**config.mk**
```make
export PLATFORM = sky130hd
export DESIGN_NAME = uart_apb_regs_flat
export DESIGN_NICKNAME = d
export VERILOG_FILES = /design/src/rtl/uart_apb_pkg.sv /design/src/rtl/uart_apb_regs_if.sv /design/src/rtl/uart_sync_fifo.sv /design/src/rtl/uart_apb_regs.sv /design/src/flat_wrapper.sv
export SDC_FILE = /design/constraint.sdc
export NUM_CORES = 1
export LEC_CHECK = 0
export ABC_AREA = 1
export CORE_UTILIZATION = 59
export CTS_CLUSTER_DIAMETER = 60
export DETAILED_ROUTE_END_ITERATION = 10
export PLACE_DENSITY = 0.82
export RECOVER_POWER = 100
export SLEW_MARGIN = 10
export SYNTH_ARGS = -nofsm -noshare
export SYNTH_HDL_FRONTEND = slang
export SYNTH_SLANG_ARGS = --single-unit
```
**constraint.sdc**
```tcl
create_clock -name pclk -period 7.75 [get_ports pclk]
set_input_delay 1.55 -clock pclk [delete_from_list [all_inputs] [get_ports pclk]]
set_output_delay 1.55 -clock pclk [all_outputs]
set_load 0.005 [all_outputs]
```
**src/rtl/uart_apb_pkg.sv**
```systemverilog
// Shared constants and types for the UART APB register block.
package uart_apb_pkg;

    localparam logic [2:0] ADDR_TXDATA  = 3'd0;
    localparam logic [2:0] ADDR_RXDATA  = 3'd1;
    localparam logic [2:0] ADDR_STATUS  = 3'd2;
    localparam logic [2:0] ADDR_CTRL    = 3'd3;
    localparam logic [2:0] ADDR_INTEN   = 3'd4;
    localparam logic [2:0] ADDR_INTSTAT = 3'd5;

    localparam int ST_TX_FULL    = 0;
    localparam int ST_TX_EMPTY   = 1;
    localparam int ST_RX_FULL    = 2;
    localparam int ST_RX_EMPTY   = 3;
    localparam int ST_TX_CNT_LSB = 8;
    localparam int ST_RX_CNT_LSB = 16;

    localparam int IS_RX_NE    = 0;
    localparam int IS_TX_EMPTY = 1;
    localparam int IS_RX_OVF   = 2;
    localparam int IS_TX_OVF   = 3;

    typedef struct packed {
        logic [15:0] baud_div;
        logic [13:0] rsvd;
        logic        lb_en;
        logic        uart_en;
    } ctrl_t;

endpackage

```
**src/rtl/uart_apb_regs_if.sv**
```systemverilog
// APB bus bundle between a bus master and the UART register block.
interface uart_apb_regs_if;
    logic [31:0] paddr;
    logic        psel;
    logic        penable;
    logic        pwrite;
    logic [31:0] pwdata;
    logic [31:0] prdata;

    modport master (output paddr, psel, penable, pwrite, pwdata, input prdata);
    modport slave  (input paddr, psel, penable, pwrite, pwdata, output prdata);
endinterface

```
**src/rtl/uart_sync_fifo.sv**
```systemverilog
// Synchronous FIFO with occupancy count; DEPTH must be a power of two.
// A push into a full FIFO is accepted only when a pop happens in the same cycle.
module uart_sync_fifo #(
    parameter int DEPTH = 16,
    parameter int WIDTH = 8
) (
    input  logic                       clk,
    input  logic                       rst,
    input  logic                       push,
    input  logic [WIDTH-1:0]           din,
    input  logic                       pop,
    output logic [WIDTH-1:0]           dout,
    output logic                       full,
    output logic                       empty,
    output logic [$clog2(DEPTH):0]     count
);
    localparam int AW = $clog2(DEPTH);
    localparam int CW = AW + 1;

    logic [WIDTH-1:0] mem [DEPTH];
    logic [AW-1:0]    wr_ptr;
    logic [AW-1:0]    rd_ptr;
    logic             do_push;
    logic             do_pop;

    assign empty   = (count == '0);
    assign full    = (count == CW'(DEPTH));
    assign do_pop  = pop & ~empty;
    assign do_push = push & (~full | do_pop);
    assign dout    = mem[rd_ptr];

    always_ff @(posedge clk) begin
        if (rst) begin
            wr_ptr <= '0;
            rd_ptr <= '0;
            count  <= '0;
        end else begin
            if (do_push) wr_ptr <= wr_ptr + AW'(1);
            if (do_pop)  rd_ptr <= rd_ptr + AW'(1);
            if (do_push & ~do_pop)
                count <= count + CW'(1);
            else if (do_pop & ~do_push)
                count <= count - CW'(1);
        end
    end

    always_ff @(posedge clk) begin
        if (do_push) mem[wr_ptr] <= din;
    end
endmodule

```
**src/rtl/uart_apb_regs.sv**
```systemverilog
// Zero-wait-state APB register block of the UART: TX/RX FIFOs, status, control, interrupts.
// Optional internal TX->RX loopback (CTRL[1]) is built only when UART_APB_LOOPBACK_EN is defined.
module uart_apb_regs
    import uart_apb_pkg::*;
#(
    parameter int FIFO_DEPTH = 16,
    parameter int DATA_W     = 8
) (
    input  logic              pclk,
    input  logic              preset,
    uart_apb_regs_if.slave    apb,
    output logic              uart_int,
    output logic [DATA_W-1:0] tx_data,
    output logic              tx_valid,
    input  logic              tx_ready,
    input  logic [DATA_W-1:0] rx_data,
    input  logic              rx_valid,
    output logic              uart_en,
    output logic [15:0]       baud_div
);
    localparam int CW = $clog2(FIFO_DEPTH) + 1;

    logic [2:0]        reg_sel;
    logic              setup_ph, access_ph, rd_setup, wr_commit;
    logic              wr_tx, wr_ctrl, wr_inten, wr_intstat;
    logic              tx_full, tx_empty, rx_full, rx_empty;
    logic [CW-1:0]     tx_count, rx_count;
    logic [DATA_W-1:0] tx_head, rx_head, rx_din;
    logic              tx_pop, rx_push, rx_pop, rx_armed;
    logic              rx_ovf, tx_ovf, rx_ovf_set, tx_ovf_set;
    logic [3:0]        inten, intstat;
    ctrl_t             ctrl, ctrl_wr;
    logic [31:0]       rd_data, prdata_q;
    logic              unused_bits;

    assign reg_sel    = apb.paddr[4:2];
    assign setup_ph   = apb.psel & ~apb.penable;
    assign access_ph  = apb.psel & apb.penable;
    assign rd_setup   = setup_ph & ~apb.pwrite;
    assign wr_commit  = access_ph & apb.pwrite;
    assign wr_tx      = wr_commit & (reg_sel == ADDR_TXDATA);
    assign wr_ctrl    = wr_commit & (reg_sel == ADDR_CTRL);
    assign wr_inten   = wr_commit & (reg_sel == ADDR_INTEN);
    assign wr_intstat = wr_commit & (reg_sel == ADDR_INTSTAT);

    // Pop only if the read that is now in its access phase actually returned a byte.
    assign rx_pop = rx_armed & access_ph & ~apb.pwrite & (reg_sel == ADDR_RXDATA);

`ifdef UART_APB_LOOPBACK_EN
    logic lb_en;
    assign lb_en    = ctrl.lb_en;
    assign tx_valid = ~tx_empty & ~lb_en;
    assign tx_pop   = ~tx_empty & (lb_en | tx_ready);
    assign rx_push  = lb_en ? tx_pop  : rx_valid;
    assign rx_din   = lb_en ? tx_head : rx_data;
`else
    assign tx_valid = ~tx_empty;
    assign tx_pop   = ~tx_empty & tx_ready;
    assign rx_push  = rx_valid;
    assign rx_din   = rx_data;
`endif

    assign tx_data    = tx_head;
    assign tx_ovf_set = wr_tx & tx_full & ~tx_pop;
    assign rx_ovf_set = rx_push & rx_full & ~rx_pop;

    uart_sync_fifo #(.DEPTH(FIFO_DEPTH), .WIDTH(DATA_W)) u_tx_fifo (
        .clk(pclk), .rst(preset),
        .push(wr_tx), .din(apb.pwdata[DATA_W-1:0]), .pop(tx_pop),
        .dout(tx_head), .full(tx_full), .empty(tx_empty), .count(tx_count)
    );

    uart_sync_fifo #(.DEPTH(FIFO_DEPTH), .WIDTH(DATA_W)) u_rx_fifo (
        .clk(pclk), .rst(preset),
        .push(rx_push), .din(rx_din), .pop(rx_pop),
        .dout(rx_head), .full(rx_full), .empty(rx_empty), .count(rx_count)
    );

    always_comb begin
        intstat              = '0;
        intstat[IS_RX_NE]    = ~rx_empty;
        intstat[IS_TX_EMPTY] = tx_empty;
        intstat[IS_RX_OVF]   = rx_ovf;
        intstat[IS_TX_OVF]   = tx_ovf;
    end

    always_comb begin
        ctrl_wr          = '0;
        ctrl_wr.uart_en  = apb.pwdata[0];
        ctrl_wr.baud_div = apb.pwdata[31:16];
`ifdef UART_APB_LOOPBACK_EN
        ctrl_wr.lb_en    = apb.pwdata[1];
`endif
    end

    always_comb begin
        rd_data = '0;
        case (reg_sel)
            ADDR_RXDATA:  rd_data = rx_empty ? '0 : 32'(rx_head);
            ADDR_STATUS: begin
                rd_data[ST_TX_FULL]             = tx_full;
                rd_data[ST_TX_EMPTY]            = tx_empty;
                rd_data[ST_RX_FULL]             = rx_full;
                rd_data[ST_RX_EMPTY]            = rx_empty;
                rd_data[ST_TX_CNT_LSB +: 8]     = 8'(tx_count);
                rd_data[ST_RX_CNT_LSB +: 8]     = 8'(rx_count);
            end
            ADDR_CTRL:    rd_data = ctrl;
            ADDR_INTEN:   rd_data[3:0] = inten;
            ADDR_INTSTAT: rd_data[3:0] = intstat;
            default:      rd_data = '0;
        endcase
    end

    always_ff @(posedge pclk) begin
        if (preset) begin
            prdata_q <= '0;
            rx_armed <= 1'b0;
            ctrl     <= '0;
            inten    <= '0;
            rx_ovf   <= 1'b0;
            tx_ovf   <= 1'b0;
            uart_int <= 1'b0;
        end else begin
            if (rd_setup) prdata_q <= rd_data;
            rx_armed <= rd_setup & (reg_sel == ADDR_RXDATA) & ~rx_empty;
            if (wr_ctrl)  ctrl  <= ctrl_wr;
            if (wr_inten) inten <= apb.pwdata[3:0];
            // a new overflow in the same cycle as its W1C keeps the bit set
            rx_ovf   <= rx_ovf_set | (rx_ovf & ~(wr_intstat & apb.pwdata[IS_RX_OVF]));
            tx_ovf   <= tx_ovf_set | (tx_ovf & ~(wr_intstat & apb.pwdata[IS_TX_OVF]));
            uart_int <= |(intstat & inten);
        end
    end

    assign apb.prdata = prdata_q;
    assign uart_en    = ctrl.uart_en;
    assign baud_div   = ctrl.baud_div;

    assign unused_bits = ^{apb.paddr[31:5], apb.paddr[1:0], apb.pwdata};
endmodule
```
**src/flat_wrapper.sv**
```systemverilog
// flat-port wrapper written by rule: the top's interface ports become plain ports
module uart_apb_regs_flat import uart_apb_pkg::*;
#(
    parameter int FIFO_DEPTH = 16,
    parameter int DATA_W     = 8
)
  (pclk, preset, uart_int, tx_data, tx_valid, tx_ready, rx_data, rx_valid, uart_en, baud_div, apb_paddr, apb_psel, apb_penable, apb_pwrite, apb_pwdata, apb_prdata);
  uart_apb_regs_if apb_i ();
  input  logic pclk;
  input  logic preset;
  output logic uart_int;
  output logic [DATA_W-1:0] tx_data;
  output logic tx_valid;
  input  logic tx_ready;
  input  logic [DATA_W-1:0] rx_data;
  input  logic rx_valid;
  output logic uart_en;
  output logic [15:0] baud_div;
  input wire logic [$bits(apb_i.paddr)-1:0] apb_paddr;
  input wire logic [$bits(apb_i.psel)-1:0] apb_psel;
  input wire logic [$bits(apb_i.penable)-1:0] apb_penable;
  input wire logic [$bits(apb_i.pwrite)-1:0] apb_pwrite;
  input wire logic [$bits(apb_i.pwdata)-1:0] apb_pwdata;
  output wire logic [$bits(apb_i.prdata)-1:0] apb_prdata;
  assign apb_i.paddr = apb_paddr;
  assign apb_i.psel = apb_psel;
  assign apb_i.penable = apb_penable;
  assign apb_i.pwrite = apb_pwrite;
  assign apb_i.pwdata = apb_pwdata;
  assign apb_prdata = apb_i.prdata;
  uart_apb_regs #(.FIFO_DEPTH(FIFO_DEPTH), .DATA_W(DATA_W)) u_core (.pclk(pclk), .preset(preset), .apb(apb_i), .uart_int(uart_int), .tx_data(tx_data), .tx_valid(tx_valid), .tx_ready(tx_ready), .rx_data(rx_data), .rx_valid(rx_valid), .uart_en(uart_en), .baud_div(baud_div));
endmodule
```
==> results.txt <==
----------------------------------------------------
[Outcome]
  Run status ... finished, violations left
  Violated checks ... capacitance limit, slew limit

[Clocking]
  Htree depth ... 2
  Clock buffer count from CTS ... 35
  Number of post-CTS setup repair buffers ... 0
  Number of buffers between clock root and the deepest sink ... 3
  Clk slew on worst S/H paths ... 0.06 ns
  Worst-Skew Late Latency ... 0.53 ns
  Clk sinks ... about 340
  Clock tree from TritonCTS ... yes
  Root Driver ... sky130_fd_sc_hd__clkbuf_16
  Count of instances resized after the clock tree is built ... 0
  Number of buffers added to fix hold violations after cts ... 0

[Yosys]
  Number of enable-type register cells in the synthesized netlist ... 256
  Library cell with the largest summed area after synthesis ... sky130_fd_sc_hd__edfxtp_1
  Syn Inst Count ... 1251
  Sequential share of the synthesized area ... 67.0%
  Most repeated cell in the gate-level netlist after synthesis ... sky130_fd_sc_hd__edfxtp_1
  Mean cell area of the mapped netlist ... 11.3 µm²
  Count of distinct cell types in the synthesized netlist ... 41
  Portion of synthesized cell area occupied by the leading cell type ... between 50% and 60%
  Count of state elements after synthesis ... roughly 340
  Yosys warning count ... 0
  Ys flop type ... sky130_fd_sc_hd__edfxtp_1
  Most common library cells after synthesis ... sky130_fd_sc_hd__edfxtp_1, sky130_fd_sc_hd__nand2_1, sky130_fd_sc_hd__nor2_1
  Cell types with the largest area share after synthesis ... sky130_fd_sc_hd__edfxtp_1, sky130_fd_sc_hd__dfxtp_1, sky130_fd_sc_hd__nand2_1, sky130_fd_sc_hd__o21ai_0, sky130_fd_sc_hd__nor2_1
  Netlist area before placement ... approximately 14000 µm²
  Async S/R FF share, synth ... 0%

[Timing]
  RSZ-0062 raised after global routing ... no
  Number of endpoints failing setup at the final stage ... 0
  Fin crit share ... 77.8%
  Final number of max-transition violations ... 114
  Max Freq ... between 0.15 and 0.2 GHz
  Final-report hold violation count ... 0
  Max transition margin ... -23.8%
  Setup total negative slack ... 0 ns
  Worst-case hold slack ... about 0.46 ns
  Final worst clock skew ... 0.0277 ns
  Post-route worst setup slack ... 1.72 ns
  Post-layout min period ... 6.03 ns
  Actual slew at the worst max-slew pin ... 1.86 ns

[Placement]
  Detailed placer's ending HPWL ... 19.6 mm
  Worst setup timing slack at the placement stage ... about 3.3 ns
  PortBufs ... 97
  Gpl congestion ... between 0.8 and 0.9

[Floorplanning]
  Io pins ... 138
  Chip width ... 157 µm
  Standard-cell row count ... 56
  Initial Utilization ... 60.1%
  Area of the die ... about 25000 µm²
  Floorplan die height ... 157 µm
  Core box area ... 23500 µm²

[Global routing]
  Vias in the first global route ... 9482
  Global-route wire length before repair ... 49.8 mm
  Total global routing track utilization ... 26.7%
  Largest net degree at the start of global routing ... 97
  Initial antenna violation count ... 0
  Residual overflow from global routing ... 0

[Setup path]
  Worst path cell trace ... clkbuf_1, inv_1, o211ai_1, o211ai_1, nand2_1, dlygate4sd3_1
  Setup Crit Path Kind ... register to output pin
  Delay-heaviest family, CP ... buffers and inverters
  Crit Path Max Fanout ... 33
  Dominant cell type by count on the critical path ... sky130_fd_sc_hd__o211ai_1
  Required @ worst endpoint ... 6.20 ns
  Category of the worst setup path capture point ... output pin
  Crit path max-delay cell type ... sky130_fd_sc_hd__clkbuf_1
  Buffer and inverter count on the worst path ... 3
  Crit path arrival time ... 4.48 ns
  Type of origin of the critical path ... register
  Worst path max stage delay ... 1.22 ns

[Cells and area]
  Area delta synth->final ... 15.3%
  Number of nets in the layout ... 1431
  Share of post-route cells with drive strength above 1 ... 5.08%
  Number of antenna diodes ... 0

[Routing]
  Via count ... 9857
  Average wire length per cell after detail routing ... 19.1 µm
  Initial detailed-routing violation count ... 1024
  Remaining antenna violation count ... 0
  DRT Pass-1 Iters ... 7
  Vias per cell ... 5.87
  Wire length after detailed routing ... approximately 32 mm
  DRC ... 0

[Power]
  Power per Cell Area ... 266 nW/µm²
  Static leakage power ... 5.95 nW
  Worst VDD drop ... 0.184 mV
  Power consumption ... between 0.004 and 0.005 W

[Hold path]
  Hold Crit Class ... register to register

[Run]
  Max-Cap Viols ... 3

----------------------------------------------------
## cell type report
class	count	area, µm²
Clock buffer	47	962
Timing Repair Buffer	104	1010
Fill cell	1596	7220
Tap cell	319	399
Sequential cell	344	9450
Inverter	95	357
Multi-Input combinational cell	752	3910
Clock inverter	17	158
## where the power goes
group	total (W)	switching [W]	leakage, nW	internal [W]
logic	0.000581	0.000333	2.39	0.000248
clock network	0.00164	0.000690	0.548	0.000949
registers	0.00211	0.0000900	3.02	0.00202
total	0.00433	0.00111	5.95	0.00322
## tightest hold or removal path: stages, from the launching register on
cell and delay [ns]:
sky130_fd_sc_hd__dfxtp_1 0.30, sky130_fd_sc_hd__nand2_1 0.06, sky130_fd_sc_hd__a21oi_1 0.05
## per-layer routing
layer / global-route usage (%) / share of wire (%) / vias to the layer above
li1: - / - / 4562
met4: 9.34 / 2.5 / 0
met1: 36.0 / 41 / 4727
met2: 42.8 / 47 / 490
met3: 6.15 / 9.3 / 78
met5: 0 / 0 / -
## flip-flops by register name, summed over array words and instances (netlist names), named ones only
name and cells:
u_core.u_rx_fifo.mem 128, u_core.u_tx_fifo.mem 128, u_core.apb.prdata 29, u_core.baud_div 16, u_core.u_rx_fifo.count 5, u_core.u_tx_fifo.count 5
u_core.inten 4, u_core.u_rx_fifo.rd_ptr 4, u_core.u_rx_fifo.wr_ptr 4, u_core.u_tx_fifo.rd_ptr 4, u_core.u_tx_fifo.wr_ptr 4, u_core.rx_armed 1
u_core.rx_ovf 1, u_core.tx_ovf 1, u_core.uart_en 1, u_core.uart_int 1
## layout by cell type, fill, tap and decap left out, types with 2 or more instances in the layout
| cell type | count |
|---|---|
| sky130_fd_sc_hd__clkinv_2 | 6 |
| sky130_fd_sc_hd__nor3_1 | 5 |
| sky130_fd_sc_hd__o22ai_1 | 4 |
| sky130_fd_sc_hd__a31oi_1 | 4 |
| sky130_fd_sc_hd__nor2_1 | 146 |
| sky130_fd_sc_hd__fa_1 | 2 |
| sky130_fd_sc_hd__xnor2_1 | 2 |
| sky130_fd_sc_hd__clkbuf_8 | 2 |
| sky130_fd_sc_hd__a21oi_1 | 71 |
| sky130_fd_sc_hd__bufinv_16 | 2 |
| sky130_fd_sc_hd__nor2_4 | 3 |
| sky130_fd_sc_hd__dfxtp_1 | 86 |
| sky130_fd_sc_hd__edfxtp_1 | 256 |
| sky130_fd_sc_hd__clkbuf_16 | 36 |
| sky130_fd_sc_hd__o21ai_1 | 5 |
| sky130_fd_sc_hd__inv_1 | 89 |
| sky130_fd_sc_hd__conb_1 | 3 |
| sky130_fd_sc_hd__a211oi_1 | 2 |
| sky130_fd_sc_hd__clkbuf_1 | 13 |
| sky130_fd_sc_hd__inv_2 | 5 |
| sky130_fd_sc_hd__buf_4 | 3 |
| sky130_fd_sc_hd__nand3_1 | 81 |
| sky130_fd_sc_hd__a22oi_1 | 11 |
| sky130_fd_sc_hd__a21oi_2 | 2 |
| sky130_fd_sc_hd__nand4_1 | 4 |
| sky130_fd_sc_hd__a21o_1 | 2 |
| sky130_fd_sc_hd__clkinv_1 | 5 |
| sky130_fd_sc_hd__nand2_1 | 181 |
| sky130_fd_sc_hd__xor2_1 | 4 |
| sky130_fd_sc_hd__dlygate4sd3_1 | 73 |
| sky130_fd_sc_hd__mux2i_1 | 32 |
| sky130_fd_sc_hd__o21ai_0 | 120 |
| sky130_fd_sc_hd__clkdlybuf4s50_1 | 24 |
| sky130_fd_sc_hd__ha_1 | 18 |
| sky130_fd_sc_hd__o221ai_1 | 7 |
| sky130_fd_sc_hd__o211ai_1 | 38 |
## logic make-up (layout without fill, tap and decap cells)
family,Yosys count,count (layout),synth area share (%)
AO/OA/AOI/OAI,268,268,10.9
XOR/XNOR,6,6,0.373
adder cells (fa/ha/maj),20,20,1.88
buffers and inverters,157,263,5.04
flip-flops,344,344,67.0
multiplexers,32,32,2.27
other,1,3,0.0266
AND/OR/NAND/NOR,423,423,12.5
## metrics by stage
stage	area (µm²)	instances	utilization, %
CTS	16300	1678	69.4
detailed placement	15200	1614	64.7
finish	16300	1678	69.2
floorplan	14100	1253	-
global route	16300	1678	69.2
global placement	15200	1614	64.7
## final timing paths
| check | from | to | slack [ns] | depth (start not counted) |
|---|---|---|---|---|
| worst min-delay path | u_core.apb.prdata[11]$_SDFFE_PP0P_ | u_core.apb.prdata[11]$_SDFFE_PP0P_ | 0.46 | 2 |
| worst min register to register | u_core.apb.prdata[11]$_SDFFE_PP0P_ | u_core.apb.prdata[11]$_SDFFE_PP0P_ | 0.46 | 2 |
| worst max-delay path | register | tx_data[1] | 1.72 | 6 |
| worst max register to register | u_core.u_rx_fifo.count[1]$_SDFFE_PP0P_ | u_core.u_rx_fifo.count[4]$_SDFFE_PP0P_ | 4.71 | 16 |
No activity file was read; power rests on OpenSTA's default activity.
